**src/rtl/fpu_pkg.sv**
```systemverilog
// Shared types and constants for the multi-cycle FPU adder.
// Defaults describe binary32: 1 sign, 8 exponent and 23 fraction bits.
package fpu_pkg;

    localparam int FPU_X         = 32;
    localparam int FPU_EXPO_BITS = 9;
    localparam int EXP_W         = FPU_EXPO_BITS - 1;
    localparam int FRAC_W        = FPU_X - FPU_EXPO_BITS;

    localparam logic [EXP_W-1:0] EXP_ONES  = '1;
    localparam logic [FPU_X-1:0] CANON_NAN = {1'b0, EXP_ONES, 1'b1, {(FRAC_W-1){1'b0}}};

    typedef enum logic [2:0] {
        S_IDLE,
        S_UNPACK,
        S_ALIGN,
        S_ADD,
        S_NORM,
        S_ROUND,
        S_DONE
    } state_t;

endpackage

```
**src/rtl/fpu_add_sequencer_if.sv**
```systemverilog
// Operand/result bus of the sequenced adder. Defining FPU_ADD_FLAGS_EN adds
// the flags vector {invalid, overflow, underflow, inexact}, valid with out_valid.
interface fpu_add_sequencer_if #(
    parameter int X = 32
);
    // Both directions use valid/ready: a beat moves on a clock edge where valid
    // and ready are both high; the sender holds its payload steady until then.
    logic         in_valid;
    logic         in_ready;
    logic         op_sub;
    logic [X-1:0] a;
    logic [X-1:0] b;
    logic         out_valid;
    logic         out_ready;
    logic [X-1:0] result;

`ifdef FPU_ADD_FLAGS_EN
    logic [3:0]   flags;

    modport master (
        output in_valid, op_sub, a, b, out_ready,
        input  in_ready, out_valid, result, flags
    );
    modport slave (
        input  in_valid, op_sub, a, b, out_ready,
        output in_ready, out_valid, result, flags
    );
`else
    modport master (
        output in_valid, op_sub, a, b, out_ready,
        input  in_ready, out_valid, result
    );
    modport slave (
        input  in_valid, op_sub, a, b, out_ready,
        output in_ready, out_valid, result
    );
`endif

endinterface

```
**src/rtl/fpu_round_rne.sv**
```systemverilog
// Combinational round-to-nearest-even on a hidden+fraction mantissa with GRS.
// The inexact output exists only when FPU_ADD_FLAGS_EN is defined.
module fpu_round_rne
    import fpu_pkg::*;
#(
    parameter int FW = FRAC_W
) (
    input  logic [FW:0] mant,
    input  logic [2:0]  grs,
    output logic [FW:0] mant_out,
    output logic        carry
`ifdef FPU_ADD_FLAGS_EN
    ,
    output logic        inexact
`endif
);

    logic round_up;

    // Round up above half, or at exactly half when the kept LSB is odd.
    assign round_up = grs[2] & (grs[1] | grs[0] | mant[0]);
    assign {carry, mant_out} = {1'b0, mant} + {{(FW+1){1'b0}}, round_up};

`ifdef FPU_ADD_FLAGS_EN
    assign inexact = |grs;
`endif

endmodule

```
**src/rtl/fpu_add_sequencer.sv**
```systemverilog
// Multi-cycle FSM-sequenced float add/subtract: unpack, align, add, normalize,
// round, pack. FPU_ADD_FLAGS_EN adds the exception flags output on the bus.
module fpu_add_sequencer
    import fpu_pkg::*;
#(
    parameter int X         = FPU_X,
    parameter int expo_bits = FPU_EXPO_BITS
) (
    input  logic               clk,
    input  logic               rst,
    fpu_add_sequencer_if.slave bus,
    output logic               busy,
    output state_t             dbg_state
);

    localparam int EW = expo_bits - 1;
    localparam int FW = X - expo_bits;
    // Working mantissa layout: {carry, hidden, fraction, guard, round, sticky}
    localparam int MW = FW + 5;

    localparam logic [EW-1:0] E_ONES   = '1;
    localparam logic [EW:0]   E_MAX    = {1'b0, E_ONES};
    localparam logic [EW:0]   E_ONE    = (EW+1)'(1);
    localparam logic [EW-1:0] COLLAPSE = EW'(FW + 3);
    localparam logic [X-1:0]  QNAN     = {1'b0, E_ONES, 1'b1, {(FW-1){1'b0}}};

    state_t        state;
    logic [X-1:0]  a_q, b_q, result_q;
    logic          in_ready_q, out_valid_q, busy_q;
    logic          sign_l, sign_s;
    logic [EW:0]   exp_l;
    logic [EW-1:0] diff;
    logic [MW-1:0] mant_l, mant_s;

    logic          sa, sb;
    logic [EW-1:0] ea, eb;
    logic [FW-1:0] fa, fb;
    logic          a_zero, b_zero, a_inf, b_inf, a_nan, b_nan;
    logic          nan_res, special;
    logic [X-1:0]  special_res;

    assign sa = a_q[X-1];
    assign sb = b_q[X-1];
    assign ea = a_q[X-2:FW];
    assign eb = b_q[X-2:FW];
    assign fa = a_q[FW-1:0];
    assign fb = b_q[FW-1:0];

    // Exponent 0 counts as zero, so denormal inputs are flushed.
    assign a_zero = (ea == '0);
    assign b_zero = (eb == '0);
    assign a_inf  = (ea == E_ONES) && (fa == '0);
    assign b_inf  = (eb == E_ONES) && (fb == '0);
    assign a_nan  = (ea == E_ONES) && (fa != '0);
    assign b_nan  = (eb == E_ONES) && (fb != '0);

    always_comb begin
        nan_res     = a_nan || b_nan || (a_inf && b_inf && (sa != sb));
        special     = nan_res || a_inf || b_inf || a_zero || b_zero;
        special_res = '0;
        if (nan_res)               special_res = QNAN;
        else if (a_inf)            special_res = a_q;
        else if (b_inf)            special_res = b_q;
        else if (a_zero && b_zero) special_res = {sa & sb, {(X-1){1'b0}}};
        else if (a_zero)           special_res = b_q;
        else                       special_res = a_q;
    end

    logic [FW:0]  rnd_mant, mant_r;
    logic         rnd_carry, r_ovf, r_unf;
    logic [EW:0]  exp_r;
    logic [X-1:0] round_res;
`ifdef FPU_ADD_FLAGS_EN
    logic         rnd_inexact;
`endif

    fpu_round_rne #(.FW(FW)) u_round (
        .mant     (mant_l[MW-2:3]),
        .grs      (mant_l[2:0]),
        .mant_out (rnd_mant),
`ifdef FPU_ADD_FLAGS_EN
        .inexact  (rnd_inexact),
`endif
        .carry    (rnd_carry)
    );

    // A rounding carry leaves 1.000..0 one binade up.
    always_comb begin
        exp_r  = exp_l + {{EW{1'b0}}, rnd_carry};
        mant_r = rnd_carry ? {1'b1, rnd_mant[FW:1]} : rnd_mant;
        r_ovf  = (exp_r >= E_MAX);
        r_unf  = !r_ovf && !mant_r[FW];
        if (r_ovf)      round_res = {sign_l, E_ONES, {FW{1'b0}}};
        else if (r_unf) round_res = {sign_l, {(X-1){1'b0}}};
        else            round_res = {sign_l, exp_r[EW-1:0], mant_r[FW-1:0]};
    end

    always_ff @(posedge clk) begin
        if (rst) begin
            state       <= S_IDLE;
            in_ready_q  <= 1'b1;
            out_valid_q <= 1'b0;
            busy_q      <= 1'b0;
            result_q    <= '0;
        end else begin
            case (state)
                S_IDLE: if (bus.in_valid) begin
                    a_q        <= bus.a;
                    b_q        <= {bus.b[X-1] ^ bus.op_sub, bus.b[X-2:0]};
                    in_ready_q <= 1'b0;
                    busy_q     <= 1'b1;
                    state      <= S_UNPACK;
                end
                S_UNPACK: if (special) begin
                    result_q    <= special_res;
                    out_valid_q <= 1'b1;
                    state       <= S_DONE;
                end else if (eb > ea) begin
                    sign_l <= sb;
                    exp_l  <= {1'b0, eb};
                    mant_l <= {2'b01, fb, 3'b000};
                    sign_s <= sa;
                    mant_s <= {2'b01, fa, 3'b000};
                    diff   <= eb - ea;
                    state  <= S_ALIGN;
                end else begin
                    sign_l <= sa;
                    exp_l  <= {1'b0, ea};
                    mant_l <= {2'b01, fa, 3'b000};
                    sign_s <= sb;
                    mant_s <= {2'b01, fb, 3'b000};
                    diff   <= ea - eb;
                    state  <= (ea == eb) ? S_ADD : S_ALIGN;
                end
                S_ALIGN: if (diff > COLLAPSE) begin
                    mant_s <= {{(MW-1){1'b0}}, |mant_s};
                    diff   <= '0;
                    state  <= S_ADD;
                end else begin
                    mant_s <= {1'b0, mant_s[MW-1:2], mant_s[1] | mant_s[0]};
                    diff   <= diff - EW'(1);
                    if (diff == EW'(1)) state <= S_ADD;
                end
                S_ADD: begin
                    state <= S_NORM;
                    if (sign_l == sign_s) begin
                        mant_l <= mant_l + mant_s;
                    end else if (mant_l == mant_s) begin
                        result_q    <= '0;
                        out_valid_q <= 1'b1;
                        state       <= S_DONE;
                    end else if (mant_l > mant_s) begin
                        mant_l <= mant_l - mant_s;
                    end else begin
                        mant_l <= mant_s - mant_l;
                        sign_l <= sign_s;
                    end
                end
                S_NORM: if (mant_l[MW-1]) begin
                    mant_l <= {1'b0, mant_l[MW-1:2], mant_l[1] | mant_l[0]};
                    exp_l  <= exp_l + E_ONE;
                    state  <= S_ROUND;
                end else if (!mant_l[MW-2] && (exp_l > E_ONE)) begin
                    mant_l <= mant_l << 1;
                    exp_l  <= exp_l - E_ONE;
                end else begin
                    state <= S_ROUND;
                end
                S_ROUND: begin
                    result_q    <= round_res;
                    out_valid_q <= 1'b1;
                    state       <= S_DONE;
                end
                S_DONE: if (bus.out_ready) begin
                    out_valid_q <= 1'b0;
                    in_ready_q  <= 1'b1;
                    busy_q      <= 1'b0;
                    state       <= S_IDLE;
                end
                default: state <= S_IDLE;
            endcase
        end
    end

`ifdef FPU_ADD_FLAGS_EN
    logic [3:0] flags_q;

    always_ff @(posedge clk) begin
        if (rst)                               flags_q <= '0;
        else if (state == S_IDLE && bus.in_valid) flags_q <= '0;
        else if (state == S_UNPACK && special) flags_q <= {nan_res, 3'b000};
        else if (state == S_ROUND)
            flags_q <= {1'b0, r_ovf, r_unf, rnd_inexact | r_ovf | r_unf};
    end

    assign bus.flags = flags_q;
`endif

    assign bus.in_ready  = in_ready_q;
    assign bus.out_valid = out_valid_q;
    assign bus.result    = result_q;
    assign busy          = busy_q;
    assign dbg_state     = state;

endmodule
```
**src/flat_wrapper.sv**
```systemverilog
// flat-port wrapper written by rule: the top's interface ports become plain ports
module fpu_add_sequencer_flat import fpu_pkg::*;
#(
    parameter int X         = FPU_X,
    parameter int expo_bits = FPU_EXPO_BITS
)
  (clk, rst, busy, dbg_state, bus_in_valid, bus_op_sub, bus_a, bus_b, bus_out_ready, bus_in_ready, bus_out_valid, bus_result);
  fpu_add_sequencer_if #(.X(X)) bus_i ();
  input  logic clk;
  input  logic rst;
  output logic busy;
  output state_t dbg_state;
  input wire logic [$bits(bus_i.in_valid)-1:0] bus_in_valid;
  input wire logic [$bits(bus_i.op_sub)-1:0] bus_op_sub;
  input wire logic [$bits(bus_i.a)-1:0] bus_a;
  input wire logic [$bits(bus_i.b)-1:0] bus_b;
  input wire logic [$bits(bus_i.out_ready)-1:0] bus_out_ready;
  output wire logic [$bits(bus_i.in_ready)-1:0] bus_in_ready;
  output wire logic [$bits(bus_i.out_valid)-1:0] bus_out_valid;
  output wire logic [$bits(bus_i.result)-1:0] bus_result;
  assign bus_i.in_valid = bus_in_valid;
  assign bus_i.op_sub = bus_op_sub;
  assign bus_i.a = bus_a;
  assign bus_i.b = bus_b;
  assign bus_i.out_ready = bus_out_ready;
  assign bus_in_ready = bus_i.in_ready;
  assign bus_out_valid = bus_i.out_valid;
  assign bus_result = bus_i.result;
  fpu_add_sequencer #(.X(X), .expo_bits(expo_bits)) u_core (.clk(clk), .rst(rst), .bus(bus_i), .busy(busy), .dbg_state(dbg_state));
endmodule
```
**config.mk**
```make
export PLATFORM = sky130hd
export DESIGN_NAME = fpu_add_sequencer_flat
export DESIGN_NICKNAME = d
export VERILOG_FILES = /design/src/rtl/fpu_pkg.sv /design/src/rtl/fpu_add_sequencer_if.sv /design/src/rtl/fpu_round_rne.sv /design/src/rtl/fpu_add_sequencer.sv /design/src/flat_wrapper.sv
export SDC_FILE = /design/constraint.sdc
export NUM_CORES = 1
export LEC_CHECK = 0
export ABC_AREA = 1
export CAP_MARGIN = 25
export CORE_MARGIN = 3
export CORE_UTILIZATION = 35
export CTS_BUF_LIST = sky130_fd_sc_hd__clkbuf_4 sky130_fd_sc_hd__clkbuf_8 sky130_fd_sc_hd__clkbuf_16
export DETAILED_ROUTE_END_ITERATION = 7
export GPL_TIMING_DRIVEN = 0
export PLACE_DENSITY = 0.61
export SYNTH_ARGS = -nofsm -noshare
export SYNTH_HDL_FRONTEND = slang
export SYNTH_SLANG_ARGS = --single-unit
```
**constraint.sdc**
```tcl
create_clock -name clk -period 4 [get_ports clk]
set_input_delay 0.6 -clock clk [delete_from_list [all_inputs] [get_ports clk]]
set_output_delay 0.6 -clock clk [all_outputs]
set_load 0.05 [all_outputs]
```
==> impl_results.html <==
<table>
<tr><th>Metric</th><th>Value</th></tr>
<tr><th colspan="2">Run status</th></tr>
<tr><td>Status</td><td>completed</td></tr>
<tr><th colspan="2">Logic synthesis</th></tr>
<tr><td>Share of the synthesized netlist area taken by xor and xnor gates</td><td>under 10%</td></tr>
<tr><td>Mean cell area of the mapped netlist</td><td>6.49 um^2</td></tr>
<tr><td>Simple-gate share of the synthesized area</td><td>about a third</td></tr>
<tr><td>Area share of the leading cell type in the synthesized netlist</td><td>23.8%</td></tr>
<tr><td>Sequential area share after synthesis</td><td>~28%</td></tr>
<tr><td>Cell variety after synth</td><td>55</td></tr>
<tr><td>Adder-cell share of the synthesized area</td><td>slightly above 8%</td></tr>
<tr><td>Register bit count reported by yosys</td><td>176</td></tr>
<tr><td>Cell area after synthesis</td><td>between 15000 and 20000 um^2</td></tr>
<tr><td>Top cell type by total area after synthesis</td><td>edfxtp_1</td></tr>
<tr><td>Cell count after synthesis</td><td>2680</td></tr>
<tr><td>Post-Synthesis Net Count</td><td>2860</td></tr>
<tr><td>Post-synthesis compound-gate area fraction</td><td>roughly 15%</td></tr>
<tr><td>Largest cells by area after synthesis</td><td>edfxtp_1, nand2_1, inv_1</td></tr>
<tr><td>Main combinational cell family by area after synthesis</td><td>simple AND/OR/NAND/NOR gates</td></tr>
<tr><td>Multiplexer fraction of the synthesized cell area</td><td>0%</td></tr>
<tr><td>Yosys warning total</td><td>0</td></tr>
<tr><th colspan="2">Setup path</th></tr>
<tr><td>CP Launch Type</td><td>flip-flop</td></tr>
<tr><td>Critical path data arrival time</td><td>~4.1 ns</td></tr>
<tr><td>Source of the worst register-to-register timing path</td><td>u_core.mant_l[2]$_DFFE_PP_</td></tr>
<tr><td>Category of the critical setup timing path</td><td>flip-flop to flip-flop</td></tr>
<tr><td>CP max FO</td><td>10</td></tr>
<tr><td>Crit path capture type</td><td>flip-flop</td></tr>
<tr><td>Setup crit start</td><td>u_core.mant_l[2]$_DFFE_PP_</td></tr>
<tr><td>Endpoint required time on the critical path</td><td>~4.4 ns</td></tr>
<tr><th colspan="2">GRT</th></tr>
<tr><td>Aggregate global-route resource usage</td><td>between 30% and 40%</td></tr>
<tr><td>Initial antenna violation count</td><td>0</td></tr>
<tr><td>Global route total overflow</td><td>0</td></tr>
<tr><td>Maximum number of pins on one net before global-route repair</td><td>34</td></tr>
<tr><td>Number of global-route vias before repair</td><td>between 15k and 20k</td></tr>
<tr><td>Wire length of the first global-routing pass</td><td>118000 um</td></tr>
<tr><th colspan="2">Layout</th></tr>
<tr><td>Commonest non-fill, non-tap cell in the layout</td><td>nand2_1</td></tr>
<tr><td>Fillers</td><td>around 5.3k</td></tr>
<tr><td>Count of antenna diodes in the layout</td><td>0</td></tr>
<tr><td>Final layout net count</td><td>about 3k</td></tr>
<tr><td>Commonest cells after routing, fill and taps aside</td><td>nand2_1, inv_1, nor2_1</td></tr>
<tr><td>Share of layout cells above drive strength 1</td><td>6.54%</td></tr>
<tr><td>Final core utilization</td><td>41.0%</td></tr>
<tr><td>Layout area overhead</td><td>15.7%</td></tr>
<tr><th colspan="2">STA</th></tr>
<tr><td>Setup clock skew after layout</td><td>between 0.01 and 0.015 ns</td></tr>
<tr><td>Maximum operating frequency</td><td>about 0.27 GHz</td></tr>
<tr><td>Hold Fails Final Rpt</td><td>0</td></tr>
<tr><td>Total negative slack</td><td>0 ns</td></tr>
<tr><td>Final critical delay including setup and external delays</td><td>between 3 and 4 ns</td></tr>
<tr><td>Number of setup violations in the final report</td><td>0</td></tr>
<tr><td>Worst hold slack</td><td>~0.46 ns</td></tr>
<tr><td>Unrepaired setup endpoints after global routing</td><td>false</td></tr>
<tr><td>Slew Limit Headroom</td><td>between 20% and 30%</td></tr>
<tr><td>Slew Limit Fails</td><td>0</td></tr>
<tr><td>Pin slew with the least headroom to its limit</td><td>about 1.1 ns</td></tr>
<tr><td>Final cycle utilization of the critical path</td><td>between 90% and 100%</td></tr>
<tr><th colspan="2">Route</th></tr>
<tr><td>Antenna Violating Nets Remaining</td><td>0</td></tr>
<tr><td>Number of DRC markers after the initial detailed-route iteration</td><td>1625</td></tr>
<tr><td>First-pass iteration count of the detailed router</td><td>6</td></tr>
<tr><td>Overall via count from detail_route</td><td>18.8k</td></tr>
<tr><td>Mean number of vias per cell</td><td>5.38</td></tr>
<tr><td>Mean routed wirelength per cell</td><td>~23 um</td></tr>
<tr><td>Final wirelength</td><td>just over 80000 um</td></tr>
<tr><td>Final routed DRC violation total</td><td>0</td></tr>
<tr><th colspan="2">Placement</th></tr>
<tr><td>RD Place Congestion</td><td>around 1.0</td></tr>
<tr><td>Half-perimeter wire length after placement</td><td>between 60000 and 70000 um</td></tr>
<tr><td>Count of port buffers added during placement</td><td>between 100 and 150</td></tr>
<tr><th colspan="2">Die</th></tr>
<tr><td>X dimension of the die</td><td>about 230 um</td></tr>
<tr><td>Area inside the core boundary</td><td>49100 um^2</td></tr>
<tr><td>Number of top-level pins</td><td>roughly 110</td></tr>
<tr><td>Die area</td><td>~52000 um^2</td></tr>
<tr><td>Initial core utilization</td><td>35.5%</td></tr>
<tr><td>Floorplan die height</td><td>229 um</td></tr>
<tr><td>Cell Rows</td><td>81</td></tr>
<tr><th colspan="2">Clocking</th></tr>
<tr><td>Cts-stage hold buffer count</td><td>0</td></tr>
<tr><td>Number of CTS-inserted buffers</td><td>17</td></tr>
<tr><td>Clk root buf</td><td>clkbuf_16</td></tr>
<tr><td>H-tree lvl count</td><td>4</td></tr>
<tr><td>Clock transition at the register clock pins on the worst setup and hold paths after CTS</td><td>0.07 ns</td></tr>
<tr><td>TritonCTS clock tree</td><td>built</td></tr>
<tr><td>Num Clock Sinks</td><td>176</td></tr>
<tr><td>Maximum root-to-sink buffer count</td><td>2</td></tr>
<tr><td>Clock latency at the later pin of the worst-skew pair</td><td>roughly 0.46 ns</td></tr>
<tr><th colspan="2">Job</th></tr>
<tr><td>Max-Cap Viols</td><td>0</td></tr>
<tr><th colspan="2">Power and ir drop</th></tr>
<tr><td>Worst-case vdd ir drop</td><td>0.260 mV</td></tr>
<tr><td>Power density over cell area</td><td>357 nW/um^2</td></tr>
<tr><td>Total power after layout</td><td>about 7 mW</td></tr>
<tr><td>Standby leakage power</td><td>9.20 nW</td></tr>
<tr><th colspan="2">Min path</th></tr>
<tr><td>Hold path startpoint</td><td>u_core.bus.in_ready$_SDFFE_PP1P_</td></tr>
<tr><td>Hold Crit Class</td><td>flip-flop to flip-flop</td></tr>
</table>
==> state kept, by name, indices dropped and copies added, names as in the netlist <==
name / flops
u_core.a_q: 32
u_core.b_q: 32
u_core.bus.in_ready: 1
u_core.bus.out_valid: 1
u_core.bus.result: 32
u_core.busy: 1
u_core.dbg_state: 3
u_core.diff: 8
u_core.exp_l: 9
u_core.mant_l: 28
u_core.mant_s: 27
u_core.sign_l: 1
u_core.sign_s: 1
==> what timing repair did <==
action	CTS	global route
gates resized for setup	10	15
cloned	0	0
buffers inserted	4	2
endpoints found under the setup margin	31	31
pin swaps	2	2
==> cell families (layout without fill, tap and decap cells) <==
logic type,after synthesis,count (layout)
xor+xnor,73,73
buf+inv,476,624
compound gates,450,450
simple gates,1394,1394
fa+ha+maj,111,111
flops,176,176
==> synth_stat cells (all sizes together) <==
cell and instances:
a211oi 2, a21boi 3, a21o 2, a21oi 172, a22oi 9, a31oi 2
a32oi 1, and2 1, and3 1, buf 59, clkbuf 41, clkinv 2
dfxtp 38, edfxtp 138, fa 5, ha 106, inv 374, nand2 808
nand3 179, nand3b 8, nand4 50, nor2 292, nor3 49, nor4 4
o2111ai 15, o211ai 19, o21a 5, o21ai 186, o21bai 8, o221ai 4
o22ai 7, o2bb2ai 1, o32a 1, o32ai 13, or2 2, xnor2 4
xor2 69
==> critical path, stage by stage (launching register included) <==
cell	delay, ns
edfxtp_1	0.39
nand2_2	0.16
inv_2	0.16
ha_4	0.18
nand4_1	0.16
nor2_2	0.18
nand2_1	0.11
nor2_2	0.13
nand3_2	0.11
nor3_4	0.24
ha_2	0.24
ha_1	0.16
nand2_1	0.10
nor2_4	0.15
a21oi_1	0.10
nor2_1	0.10
nand2_1	0.09
nor2_4	0.18
nor2_4	0.07
nand3_2	0.10
buf_4	0.18
nor2_2	0.06
nor3_2	0.22
nor2_1	0.06
==> metrics by stage <==
stage,cells,instance area (um^2),setup WS (ns)
floorplan,2680,17400,0.216
global placement,3450,19300,-2.21
detailed placement,3454,19400,-0.778
CTS,3490,20000,0.0148
global route,3492,20100,0.0197
finish,3492,20100,0.243
==> power breakdown <==
part | leakage [nW] | switching [mW] | internal (mW)
combinational | 7.33 | 2.14 | 0.933
clock | 0.284 | 0.798 | 0.947
sequential | 1.58 | 0.178 | 2.19
==> routing by layer <==
metal	track usage, %	vias up	routed length [um]
met5	0	-	0
met4	18.0	0	5450
met3	3.14	205	4710
met2	52.4	805	38800
met1	36.6	8786	32400
li1	-	8994	-
==> worst paths after layout <==
check                           slack, ns  depth (start not counted)                                 end
worst min-delay path                 0.46                          2    u_core.bus.in_ready$_SDFFE_PP1P_
worst max register to register       0.24                         23  u_core.bus.result[22]$_SDFFE_PP0P_
worst min register to register       0.46                          2    u_core.bus.in_ready$_SDFFE_PP1P_
worst max-delay path                 0.24                         23  u_core.bus.result[22]$_SDFFE_PP0P_
==> cell type report <==
type	count	area (um^2)	area share, %
multi-input combinational	2028	10600	52.9
sequential	176	4900	24.4
inverter	376	1410	7.01
timing repair buffer	116	1170	5.83
tap	664	831	4.13
buffer	100	564	2.80
clock buffer	19	440	2.19
clock inverter	13	151	0.752
Note: power is estimated with default switching activity, not from simulation.
